File: src/rtl/pc_fetch_sequencer.sv
// ---------------------------------------------------------------------------
// pc_fetch_sequencer
//
// IF-stage program-counter sequencer. Owns the PC and drives a single
// outstanding instruction-memory request. Fetched words go to an output bank.
// A one-entry skid holds one more word while decode stalls. Redirects flush
// both banks. A redirect that arrives while a request is still waiting for
// its ack marks that request as killed, so its data is discarded.
//
// Ports
//   clk                rising-edge clock
//   rst_n              asynchronous active-low reset
//   stall_i            decode cannot accept; if_* outputs hold
//   redirect_valid_i   taken branch/jump from EX
//   redirect_target_i  restart address for the redirect
//   imem_req_o         fetch request (registered)
//   imem_addr_o        fetch address, stable while imem_req_o=1
//   imem_ack_i         single-cycle accept, imem_rdata_i valid same cycle
//   imem_rdata_i       instruction word
//   if_valid_o         if_* outputs carry a live instruction
//   if_pc_o            PC of if_instr_o
//   if_pc_inc_o        if_pc_o + INC
//   if_instr_o         instruction word
// ---------------------------------------------------------------------------

// 32-bit modulo adder used for all PC increments.
module pc_fetch_adder (
  input  logic [31:0] i_a,
  input  logic [31:0] i_b,
  output logic [31:0] o_sum
);
  assign o_sum = i_a + i_b;
endmodule

module pc_fetch_sequencer #(
  parameter logic [31:0] RESET_VECTOR = 32'h0000_0000,
  parameter logic [31:0] INC          = 32'd4
) (
  input  logic        clk,
  input  logic        rst_n,
  input  logic        stall_i,
  input  logic        redirect_valid_i,
  input  logic [31:0] redirect_target_i,
  output logic        imem_req_o,
  output logic [31:0] imem_addr_o,
  input  logic        imem_ack_i,
  input  logic [31:0] imem_rdata_i,
  output logic        if_valid_o,
  output logic [31:0] if_pc_o,
  output logic [31:0] if_pc_inc_o,
  output logic [31:0] if_instr_o
);

  typedef enum logic [1:0] {
    ST_IDLE = 2'd0,
    ST_REQ  = 2'd1,
    ST_KILL = 2'd2
  } state_t;

  state_t      r_state;
  logic [31:0] r_pc;
  logic [31:0] r_req_addr;
  logic        r_req;
  logic        r_out_valid;
  logic [31:0] r_out_pc;
  logic [31:0] r_out_pc_inc;
  logic [31:0] r_out_instr;
  logic        r_skid_full;
  logic [31:0] r_skid_pc;
  logic [31:0] r_skid_pc_inc;
  logic [31:0] r_skid_instr;

  state_t      w_state_n;
  logic [31:0] w_pc_n;
  logic [31:0] w_req_addr_n;
  logic        w_req_n;
  logic        w_out_valid_n;
  logic [31:0] w_out_pc_n;
  logic [31:0] w_out_pc_inc_n;
  logic [31:0] w_out_instr_n;
  logic        w_skid_full_n;
  logic [31:0] w_skid_pc_n;
  logic [31:0] w_skid_pc_inc_n;
  logic [31:0] w_skid_instr_n;

  logic        w_deliver;
  logic        w_launch_ok;
  logic [31:0] w_launch_addr;
  logic [31:0] w_launch_sum;
  logic [31:0] w_req_addr_inc;

  // The redirect target replaces the sequential PC as the launch address.
  assign w_launch_addr = redirect_valid_i ? redirect_target_i : r_pc;

  // A live ack is delivered only if no redirect flushes it in the same cycle.
  // An ack in KILL never delivers.
  assign w_deliver = (r_state == ST_REQ) && imem_ack_i && !redirect_valid_i;

  pc_fetch_adder u_launch_add (
    .i_a   (w_launch_addr),
    .i_b   (INC),
    .o_sum (w_launch_sum)
  );

  pc_fetch_adder u_deliver_add (
    .i_a   (r_req_addr),
    .i_b   (INC),
    .o_sum (w_req_addr_inc)
  );

  // Next-state logic for the output bank, the skid and the fetch FSM.
  always_comb begin
    w_state_n       = r_state;
    w_pc_n          = r_pc;
    w_req_addr_n    = r_req_addr;
    w_out_valid_n   = r_out_valid;
    w_out_pc_n      = r_out_pc;
    w_out_pc_inc_n  = r_out_pc_inc;
    w_out_instr_n   = r_out_instr;
    w_skid_full_n   = r_skid_full;
    w_skid_pc_n     = r_skid_pc;
    w_skid_pc_inc_n = r_skid_pc_inc;
    w_skid_instr_n  = r_skid_instr;

    // Buffering. While the skid is full, no request is outstanding, so
    // a skid refill and a new delivery never happen in the same cycle.
    if (redirect_valid_i) begin
      w_out_valid_n = 1'b0;
      w_skid_full_n = 1'b0;
    end else if (r_out_valid && stall_i) begin
      if (w_deliver) begin
        w_skid_full_n   = 1'b1;
        w_skid_pc_n     = r_req_addr;
        w_skid_pc_inc_n = w_req_addr_inc;
        w_skid_instr_n  = imem_rdata_i;
      end else begin
        w_skid_full_n = r_skid_full;
      end
    end else if (r_out_valid) begin
      if (r_skid_full) begin
        w_out_valid_n  = 1'b1;
        w_out_pc_n     = r_skid_pc;
        w_out_pc_inc_n = r_skid_pc_inc;
        w_out_instr_n  = r_skid_instr;
        w_skid_full_n  = 1'b0;
      end else if (w_deliver) begin
        w_out_valid_n  = 1'b1;
        w_out_pc_n     = r_req_addr;
        w_out_pc_inc_n = w_req_addr_inc;
        w_out_instr_n  = imem_rdata_i;
      end else begin
        w_out_valid_n = 1'b0;
      end
    end else begin
      if (w_deliver) begin
        w_out_valid_n  = 1'b1;
        w_out_pc_n     = r_req_addr;
        w_out_pc_inc_n = w_req_addr_inc;
        w_out_instr_n  = imem_rdata_i;
      end else begin
        w_out_valid_n = 1'b0;
      end
    end

    // A new request may start only if the skid is empty after this edge.
    w_launch_ok = !w_skid_full_n;

    case (r_state)
      ST_IDLE: begin
        if (w_launch_ok) begin
          w_req_addr_n = w_launch_addr;
          w_pc_n       = w_launch_sum;
          w_state_n    = ST_REQ;
        end else begin
          w_state_n = ST_IDLE;
        end
      end
      ST_REQ, ST_KILL: begin
        if (imem_ack_i) begin
          if (w_launch_ok) begin
            w_req_addr_n = w_launch_addr;
            w_pc_n       = w_launch_sum;
            w_state_n    = ST_REQ;
          end else begin
            w_state_n = ST_IDLE;
          end
        end else if (redirect_valid_i) begin
          // The request stays on the bus. Its response is discarded, and the
          // newest target waits in pc.
          w_pc_n    = redirect_target_i;
          w_state_n = ST_KILL;
        end else begin
          w_state_n = r_state;
        end
      end
      default: begin
        w_state_n = ST_IDLE;
      end
    endcase

    w_req_n = (w_state_n != ST_IDLE);
  end

  // State and datapath registers.
  always_ff @(posedge clk or negedge rst_n) begin
    if (!rst_n) begin
      r_state       <= ST_IDLE;
      r_pc          <= RESET_VECTOR;
      r_req_addr    <= RESET_VECTOR;
      r_req         <= 1'b0;
      r_out_valid   <= 1'b0;
      r_out_pc      <= 32'h0000_0000;
      r_out_pc_inc  <= 32'h0000_0000;
      r_out_instr   <= 32'h0000_0000;
      r_skid_full   <= 1'b0;
      r_skid_pc     <= 32'h0000_0000;
      r_skid_pc_inc <= 32'h0000_0000;
      r_skid_instr  <= 32'h0000_0000;
    end else begin
      r_state       <= w_state_n;
      r_pc          <= w_pc_n;
      r_req_addr    <= w_req_addr_n;
      r_req         <= w_req_n;
      r_out_valid   <= w_out_valid_n;
      r_out_pc      <= w_out_pc_n;
      r_out_pc_inc  <= w_out_pc_inc_n;
      r_out_instr   <= w_out_instr_n;
      r_skid_full   <= w_skid_full_n;
      r_skid_pc     <= w_skid_pc_n;
      r_skid_pc_inc <= w_skid_pc_inc_n;
      r_skid_instr  <= w_skid_instr_n;
    end
  end

  assign imem_req_o  = r_req;
  assign imem_addr_o = r_req_addr;
  assign if_valid_o  = r_out_valid;
  assign if_pc_o     = r_out_pc;
  assign if_pc_inc_o = r_out_pc_inc;
  assign if_instr_o  = r_out_instr;

endmodule

File: config.mk
export PLATFORM = sky130hd
export DESIGN_NAME = pc_fetch_sequencer
export DESIGN_NICKNAME = d
export VERILOG_FILES = /design/src/rtl/pc_fetch_sequencer.sv
export SDC_FILE = /design/constraint.sdc
export NUM_CORES = 1
export LEC_CHECK = 0
export CORE_MARGIN = 1
export CORE_UTILIZATION = 51
export CTS_BUF_LIST = sky130_fd_sc_hd__clkbuf_2
export DETAILED_ROUTE_END_ITERATION = 10
export PLACE_DENSITY_LB_ADDON = 0.1
export SLEW_MARGIN = 20
export SYNTH_ARGS = -nofsm -noshare
export SYNTH_HDL_FRONTEND = slang
export SYNTH_HIERARCHICAL = 1
export SYNTH_SLANG_ARGS = --single-unit
File: constraint.sdc
create_clock -name clk -period 3.3 [get_ports clk]
set_input_delay 0.66 -clock clk [delete_from_list [all_inputs] [get_ports clk]]
set_output_delay 0.66 -clock clk [all_outputs]
set_load 0.1 [all_outputs]
Yosys cells after proc, flatten, opt, wreduce, memory -nomap -nowiden --
Cells that the tools add are included.
Storage, ports and cells: flip-flop bits (word level) 261, input port bits 69, output and inout bits 130, word-level logic and storage cells 60
Operators by class: $add $sub $neg 2, eq/ne operators 4, multiplexer cells 29, bitwise gates (word level) 2, reductions and logical operators 11
Operators with widths (number):
- 2-to-1 mux 32 bit | 14
- case mux 32 bit (2 select lines) | 2
- adder 32 x 3 -> 32 bit, second input constant | 2
- 2-to-1 mux 1 bit | 10
- 2-to-1 mux 2 bit | 2
- inequality test 2 bit, second input constant | 2
- case mux 2 bit (2 select lines) | 1
- AND reduction 2 bit | 2
- nonzero test 2 bit | 2
- logical AND 1 bit | 3
- AND reduction 3 bit | 1
- == test 2 x 1 -> 1 bit, second input constant | 1
- == test 2 bit, second input constant | 1
- logical NOT 2 bit | 1
- NOT 1 bit | 2
- OR reduction 2 bit | 1
- logical NOT 1 bit | 1

Depth between registers and ports, before layout --
Gate-level depths: netlist of run 1.
depth after elaboration 10, depth in mapped cells 17

Hierarchy --
The synthesis of run 1 kept the hierarchy.
By module, submodules not included:
- pc_fetch_sequencer | instances 1, cells an instance 1005, area an instance 12045.3 µm²
- pc_fetch_adder at u_deliver_add | instances 1, cells an instance 241, area an instance 1744.2 µm²
- pc_fetch_adder at u_launch_add | instances 1, cells an instance 232, area an instance 1720.4 µm²

Worst setup path before layout of run 1 --
No wires, ideal clock.
path type in2reg, start point in redirect_valid_i, end point reg r_pc[16], setup time 0.126 ns, arrival time 3.432 ns, data required time 3.174 ns, path slack -0.258 ns, cell stages on the path 13, buffers on the path 3, cell sequence buf_2 buf_2 clkbuf_1 o21ai_0 ha_1 and3_2 a221oi_4 o211ai_4 a31o_2 nor2b_4 a311oi_2 xnor2_1 a221o_1
Between the ends: elaborated cells on any way between the ends 10, those cells by class add/sub: 1; mux: 7; reduce/logical: 2
RTL lines:
- from (decl) | line 42 | input logic redirect_valid_i,
- 2-to-1 mux 32 bit *
- net w_launch_addr[3] | line 88 | logic [31:0] w_launch_addr;
- adder 32 x 3 -> 32 bit * | line 32 | assign o_sum = i_a + i_b;
- net w_launch_sum[16] | line 89 | logic [31:0] w_launch_sum;
- 2-to-1 mux 32 bit * | line 170, 180
- 2-to-1 mux 32 bit | line 179 | if (imem_ack_i) begin
- case mux 32 bit (2 select lines) * | line 168 | case (r_state)
- to (signal assigned) | line 221 | r_pc <= w_pc_n;
- to (decl) | line 61 | logic [31:0] r_pc;
The timed path passes the listed nets; every way through them passes the cells marked *. A chain may end at the register's enable or synchronous reset.

Final worst setup path of run 1 --
start point reg r_req_addr[9] (netlist: imem_addr_o[9]), end point reg r_out_pc_inc[31] (netlist: if_pc_inc_o[31])
Between the ends: word-level cells in the longest chain between the ends 4
RTL lines:
- from (decl) | line 62 | logic [31:0] r_req_addr;
- from (signal assigned) | line 222 | r_req_addr <= w_req_addr_n;
- adder 32 x 3 -> 32 bit * | line 32
- net w_req_addr_inc[31] | line 90 | logic [31:0] w_req_addr_inc;
- 2-to-1 mux 32 bit * | line 146, 155
- 2-to-1 mux 32 bit | line 140 | if (r_skid_full) begin
- 2-to-1 mux 32 bit * | line 139 | end else if (r_out_valid) begin
- to (signal assigned) | line 226 | r_out_pc_inc <= w_out_pc_inc_n;
- to (decl) | line 66 | logic [31:0] r_out_pc_inc;
Marked as above.

==> flow_metrics.tcl, run 1 <==
set metrics [dict create \
    status "completed" \
    grt_pass1_vias 13200 \
    cts-root-buf "clkbuf_2" \
    tightestPinTransition_ps 1140 \
    synth_top_cell_area_share_pct 42.1 \
    dr.pass1.iters 5 \
    grt_overflow_total 0 \
    grt_max_degree 97 \
    wl_um 43100 \
    clk_pin_slew_ps 100 \
    antenna_found_initial 1 \
    clock_sinks 261 \
    slowest_stage "dfrtp_1" \
    layout.nets 1942 \
    fp.coreArea_mm2 0.0298 \
    synth_area_leaders "dfrtp_1 (42%), mux2_2 (9.3%), nand3b_1 (5.6%)" \
    synth_most_common_cell "dfrtp_1" \
    cts_tree "built" \
    synthXorXnorAreaFrac_pct 3.28 \
    gp_routability_congestion 0.883 \
    die_x_um 176 \
    hpwl_um 29100 \
    setup_viol 0 \
    synth_mux_area_share_pct 9.42 \
    end_kind "flop" \
    synth_edf_count 0 \
    grt_pass1_wl_um 69900 \
    layout-drive-gt1-share_pct 28.0 \
    synth-compound-area-share_pct 23.0 \
    post_dp_cell_area_mm2 0.0185 \
    crit_chain "ha_1, and3_1, o211ai_1, o21bai_4, a22oi_4, a311oi_4, o311a_1, or3_1, o31ai_1, a2bb2oi_1" \
    rsz0062_at_grt "no" \
    period_share_pct 90.8 \
    crit_family "compound AO/OA/AOI/OAI gates" \
    cts-buffers-inserted 70 \
    synth.avg_cell_area_um2 10.5 \
    max_freq_mhz 334 \
    cp.arrival_ps 3710 \
    die-area_mm2 0.0311 \
    met2_usage_pct 44.8 \
    synthCells 1478 \
    ys_warn_count 6 \
    grt.met1_usage_pct 38.0 \
    synthTopCellsByCount "dfrtp_1 (261), mux2_2 (128), nand3b_1 (115)" \
    die_h_um 176 \
    ys_types 81 \
    drc 0 \
    yosysSeqAreaShare_pct 42.1 \
    slowest_delay_ps 510 \
    gr-max-usage-layer "met2" \
    num_vias 13200 \
    path_class "reg2reg" \
    ios 199 \
    synth_fa_ha_area_share_pct 5.50 \
    area_growth_syn_to_layout_pct 23.4 \
    io_buffers 198 \
    postRouteAntennaNets 0 \
    vias_per_cell 5.89 \
    crit_fanout 5 \
    insertion_delay_ps 890 \
    synth_top_cell_by_area "dfrtp_1" \
    fin_util_pct 64.2 \
    setup.worst_path.start_class "flop" \
    netlist_area_mm2 0.0155 \
    synth_ff_type "dfrtp_1" \
    htree_levels 3 \
    fin_crit_ps 3000 \
    dr.first_iter.drc_count 775 \
    cts_buffer_depth 3 \
    initial_core_util_pct 52.1 \
    synthSimpleGateAreaFrac_pct 12.0 \
    grt.total_usage_pct 28.0 \
    finalClockSkew_ps 127 \
    drv_slew 0 \
    synth_seq_cells 261 \
    design_area_mm2 0.0191 \
    required_ps 4020 \
    synthArstFlopShare_pct 100 \
    post_drt_wl_per_cell_um 19.3 \
    drv_cap 0 \
    slew_headroom_pct 24.3 \
    cp.buffers_inverters 0 \
    hp-class "in2reg" \
    grt_use_met3_pct 4.80 \
    placementRows 63 \
    synth_top_family_by_area "compound AO/OA/AOI/OAI gates" \
    hold_viol 0 \
]
## stage by stage
stage / hold slack (ps) / TNS [ps] / setup WS (ps) / instances
global placement: 479 / -712 / -119 / 2122
floorplan: 364 / -29.3 / -16.8 / 1542
global route: 202 / 0 / 141 / 2238
CTS: 155 / 0 / 225 / 2235
finish: 258 / 0 / 302 / 2238
detailed placement: 486 / -1270 / -216 / 2122
## worst min-delay path, cell delays in order
cell and delay, ps:
buf_2 170, o22ai_1 180, a222oi_1 100
## final timing paths
kind | slack (ps) | endpoint | start | cells after the start
setup / recovery | 300 | if_pc_inc_o[31] | imem_addr_o[9] | 10
hold / removal | 260 | r_pc[5] | redirect_valid_i | 3
setup reg to reg | 300 | if_pc_inc_o[31] | imem_addr_o[9] | 10
hold reg to reg | 500 | r_skid_pc_inc[2] | r_skid_pc_inc[2] | 1
max in group asynchronous | 2160 | r_skid_pc[29] | rst_n | 3
min in group asynchronous | 290 | if_pc_o[2] | rst_n | 2
## layout make-up
type,instances,area (µm²)
flip-flops and latches,261,6540
well taps,390,488
repair buffers,314,2730
fillers,2590,10700
clock inverters,11,126
clock buffers,101,505
diodes,2,5.00
inverters,46,173
multi-input cells,1113,8580
## metal layers
layer,wire length [µm],up-vias
met2,20200,414
met4,1080,0
met3,2500,68
li1,-,6227
met1,19300,6469
met5,0,-
## cells by family (layout without fill, tap and decap cells)
| kind of cell | Yosys count | count (layout) |
|---|---|---|
| and+or+nand+nor | 323 | 323 |
| DFF | 261 | 261 |
| muxes | 130 | 130 |
| AOI/OAI and AO/OA | 469 | 469 |
| adders and majority gates | 67 | 67 |
| other | 2 | 68 |
| buffers and inverters | 168 | 472 |
| xor gates and xnor gates | 58 | 58 |
## cell usage in the layout (no fill, tap or decap), types with 5 or more instances in the layout
cell             instances
nand2_1                 86
nand3_1                 15
buf_12                  14
buf_4                  230
a221o_1                 18
xor2_1                  27
nand3b_1               115
a21oi_1                 74
dfrtp_1                259
o21a_1                   5
nor3_1                  10
clkbuf_2               101
nor2_1                  31
o21bai_1                 7
inv_1                   46
o31ai_1                 99
xnor2_1                 31
a211oi_1                 5
o22ai_1                 16
nor2b_1                  5
conb_1                  66
a21o_1                  33
a222oi_1                15
nand4_1                 16
nand2b_1                21
ha_1                    64
a2bb2oi_1               96
clkinv_1                 5
a31oi_1                  7
o21ai_0                 40
mux2_2                 128
clkdlybuf4s50_1         66
## registers in the layout, summed over array words and instances (netlist names)
name / cells
imem_req_o: 1
if_pc_o: 32
r_state: 2
if_valid_o: 1
if_pc_inc_o: 32
if_instr_o: 32
r_skid_full: 1
imem_addr_o: 32
r_skid_pc: 32
r_skid_pc_inc: 32
r_pc: 32
r_skid_instr: 32
## what timing repair did
item                                   4_1_cts  5_1_grt
endpoints found under the hold margin       46        0
buffers inserted                             0        0
resized for setup                            0        0
hold buffers                                 1        0
Power of run 1 is left out: the tool's default activity adds up to more than one toggle a clock period on the data nets, which glitch-free logic cannot reach.
==> inputs of run 2 (changes only) <==
--- a/config.mk
+++ b/config.mk
@@ -6,7 +6,7 @@
 export NUM_CORES = 1
 export LEC_CHECK = 0
 export CORE_MARGIN = 1
-export CORE_UTILIZATION = 51
+export CORE_UTILIZATION = 52
 export CTS_BUF_LIST = sky130_fd_sc_hd__clkbuf_2
 export DETAILED_ROUTE_END_ITERATION = 10
 export PLACE_DENSITY_LB_ADDON = 0.1
==> flow_metrics.tcl, run 2 (synthesized netlist as in run 1, its figures left out) <==
set metrics [dict create \
    status "completed" \
    drv_cap 0 \
    layout-drive-gt1-share_pct 27.7 \
    period_share_pct 89.3 \
    gp_routability_congestion 0.922 \
    r2r_cells 10 \
    cts_tree "built" \
    rrSetupSlack_ps 370 \
    dr.first_iter.drc_count 915 \
    rr_startpoint "imem_addr_o[4]" \
    drc 0 \
    design_area_mm2 0.0190 \
    setup_viol 0 \
    setup.worst_path.start_class "flop" \
    postRouteAntennaNets 0 \
    post_dp_cell_area_mm2 0.0183 \
    dr.pass1.iters 9 \
    cts-buffers-inserted 73 \
    htree_levels 3 \
    post_drt_wl_per_cell_um 19.5 \
    insertion_delay_ps 860 \
    placementRows 62 \
    cts-root-buf "clkbuf_2" \
    grt_pass1_vias 13400 \
    rsz0062_at_grt "no" \
    area_growth_syn_to_layout_pct 22.6 \
    antenna_found_initial 1 \
    end_kind "output port" \
    layout_common_cells "dfrtp_1 (259), buf_4 (229), mux2_2 (128)" \
    die_h_um 175 \
    clk_pin_slew_ps 100 \
    slowest_delay_ps 550 \
    grt_overflow_total 0 \
    cp.arrival_ps 2290 \
    crit_fanout 54 \
    ios 199 \
    crit_chain "buf_4, buf_4" \
    clock_sinks 261 \
    num_vias 13400 \
    cp_common_cell "buf_4" \
    io_buffers 198 \
    hpwl_um 29200 \
    final_common_cell "dfrtp_1" \
    grt.total_usage_pct 28.6 \
    wl_um 43600 \
    die-area_mm2 0.0305 \
    grt_pass1_wl_um 70700 \
    layout.nets 1937 \
    fin_util_pct 65.5 \
    hold_viol 0 \
    r2r_end "if_pc_inc_o[31]" \
    holdWs_ps 386 \
    initial_core_util_pct 53.5 \
    slowest_stage "buf_4" \
    finalClockSkew_ps 71.9 \
    vias_per_cell 5.99 \
    required_ps 2640 \
    die_x_um 175 \
    slew_headroom_pct 49.6 \
    cts_buffer_depth 3 \
    max_freq_mhz 339 \
    fin_crit_ps 2950 \
    grt_max_degree 97 \
    fp.coreArea_mm2 0.0290 \
    hp-class "in2async" \
    drv_slew 0 \
    tightestPinTransition_ps 757 \
    cts_resized 0 \
    path_class "reg2out" \
]
-- run 2: per-layer routing --
| metal | track usage [%] | wire length [µm] | up-vias |
|---|---|---|---|
| li1 | - | - | 6225 |
| met1 | 39.1 | 19900 | 6619 |
| met2 | 45.4 | 19900 | 477 |
| met3 | 4.85 | 2570 | 89 |
| met4 | 11.2 | 1250 | 0 |
| met5 | 0 | 0 | - |
-- run 2: area by class of cell --
cell class	instances	area (µm²)
antenna	2	5.00
inverter	46	173
clock inverter	24	159
timing repair buffer	306	2570
clock buffer	101	505
sequential	261	6540
fill	2447	10000
multi-input combinational	1113	8580
tap	384	480
-- run 2: how the worst max path moves through the flow --
stage | startpoint | end | slack [ps] | depth (start not counted)
floorplan | redirect_valid_i | r_pc[18] | -20 | 15
global placement | redirect_valid_i | r_pc[21] | -110 | 14
detailed placement | redirect_target_i[3] | r_pc[14] | -150 | 13
CTS | if_valid_o | if_valid_o | 290 | 2
global route | if_valid_o | if_valid_o | 250 | 2
finish | if_valid_o | if_valid_o | 350 | 2
-- run 2: through the flow --
stage / setup slack, ps / std cells / TNS, ps
floorplan: -16.8 / 1542 / -29.3
global placement: -106 / 2108 / -574
detailed placement: -151 / 2108 / -1340
CTS: 290 / 2234 / 0
global route: 245 / 2237 / 0
finish: 353 / 2237 / 0
-- run 2: worst max-delay path: cells and delay by family (launching register included) --
kind / cells / cell delay, ps
buffers and inverters: 2 / 960
flip-flops: 1 / 490
-- run 2: what timing repair did --
action / 4_1_cts / 5_1_grt
endpoints found under the hold margin: 72 / 0
buffers inserted: 0 / 0
hold buffers: 1 / 0
Power of run 2 is left out for the same reason.
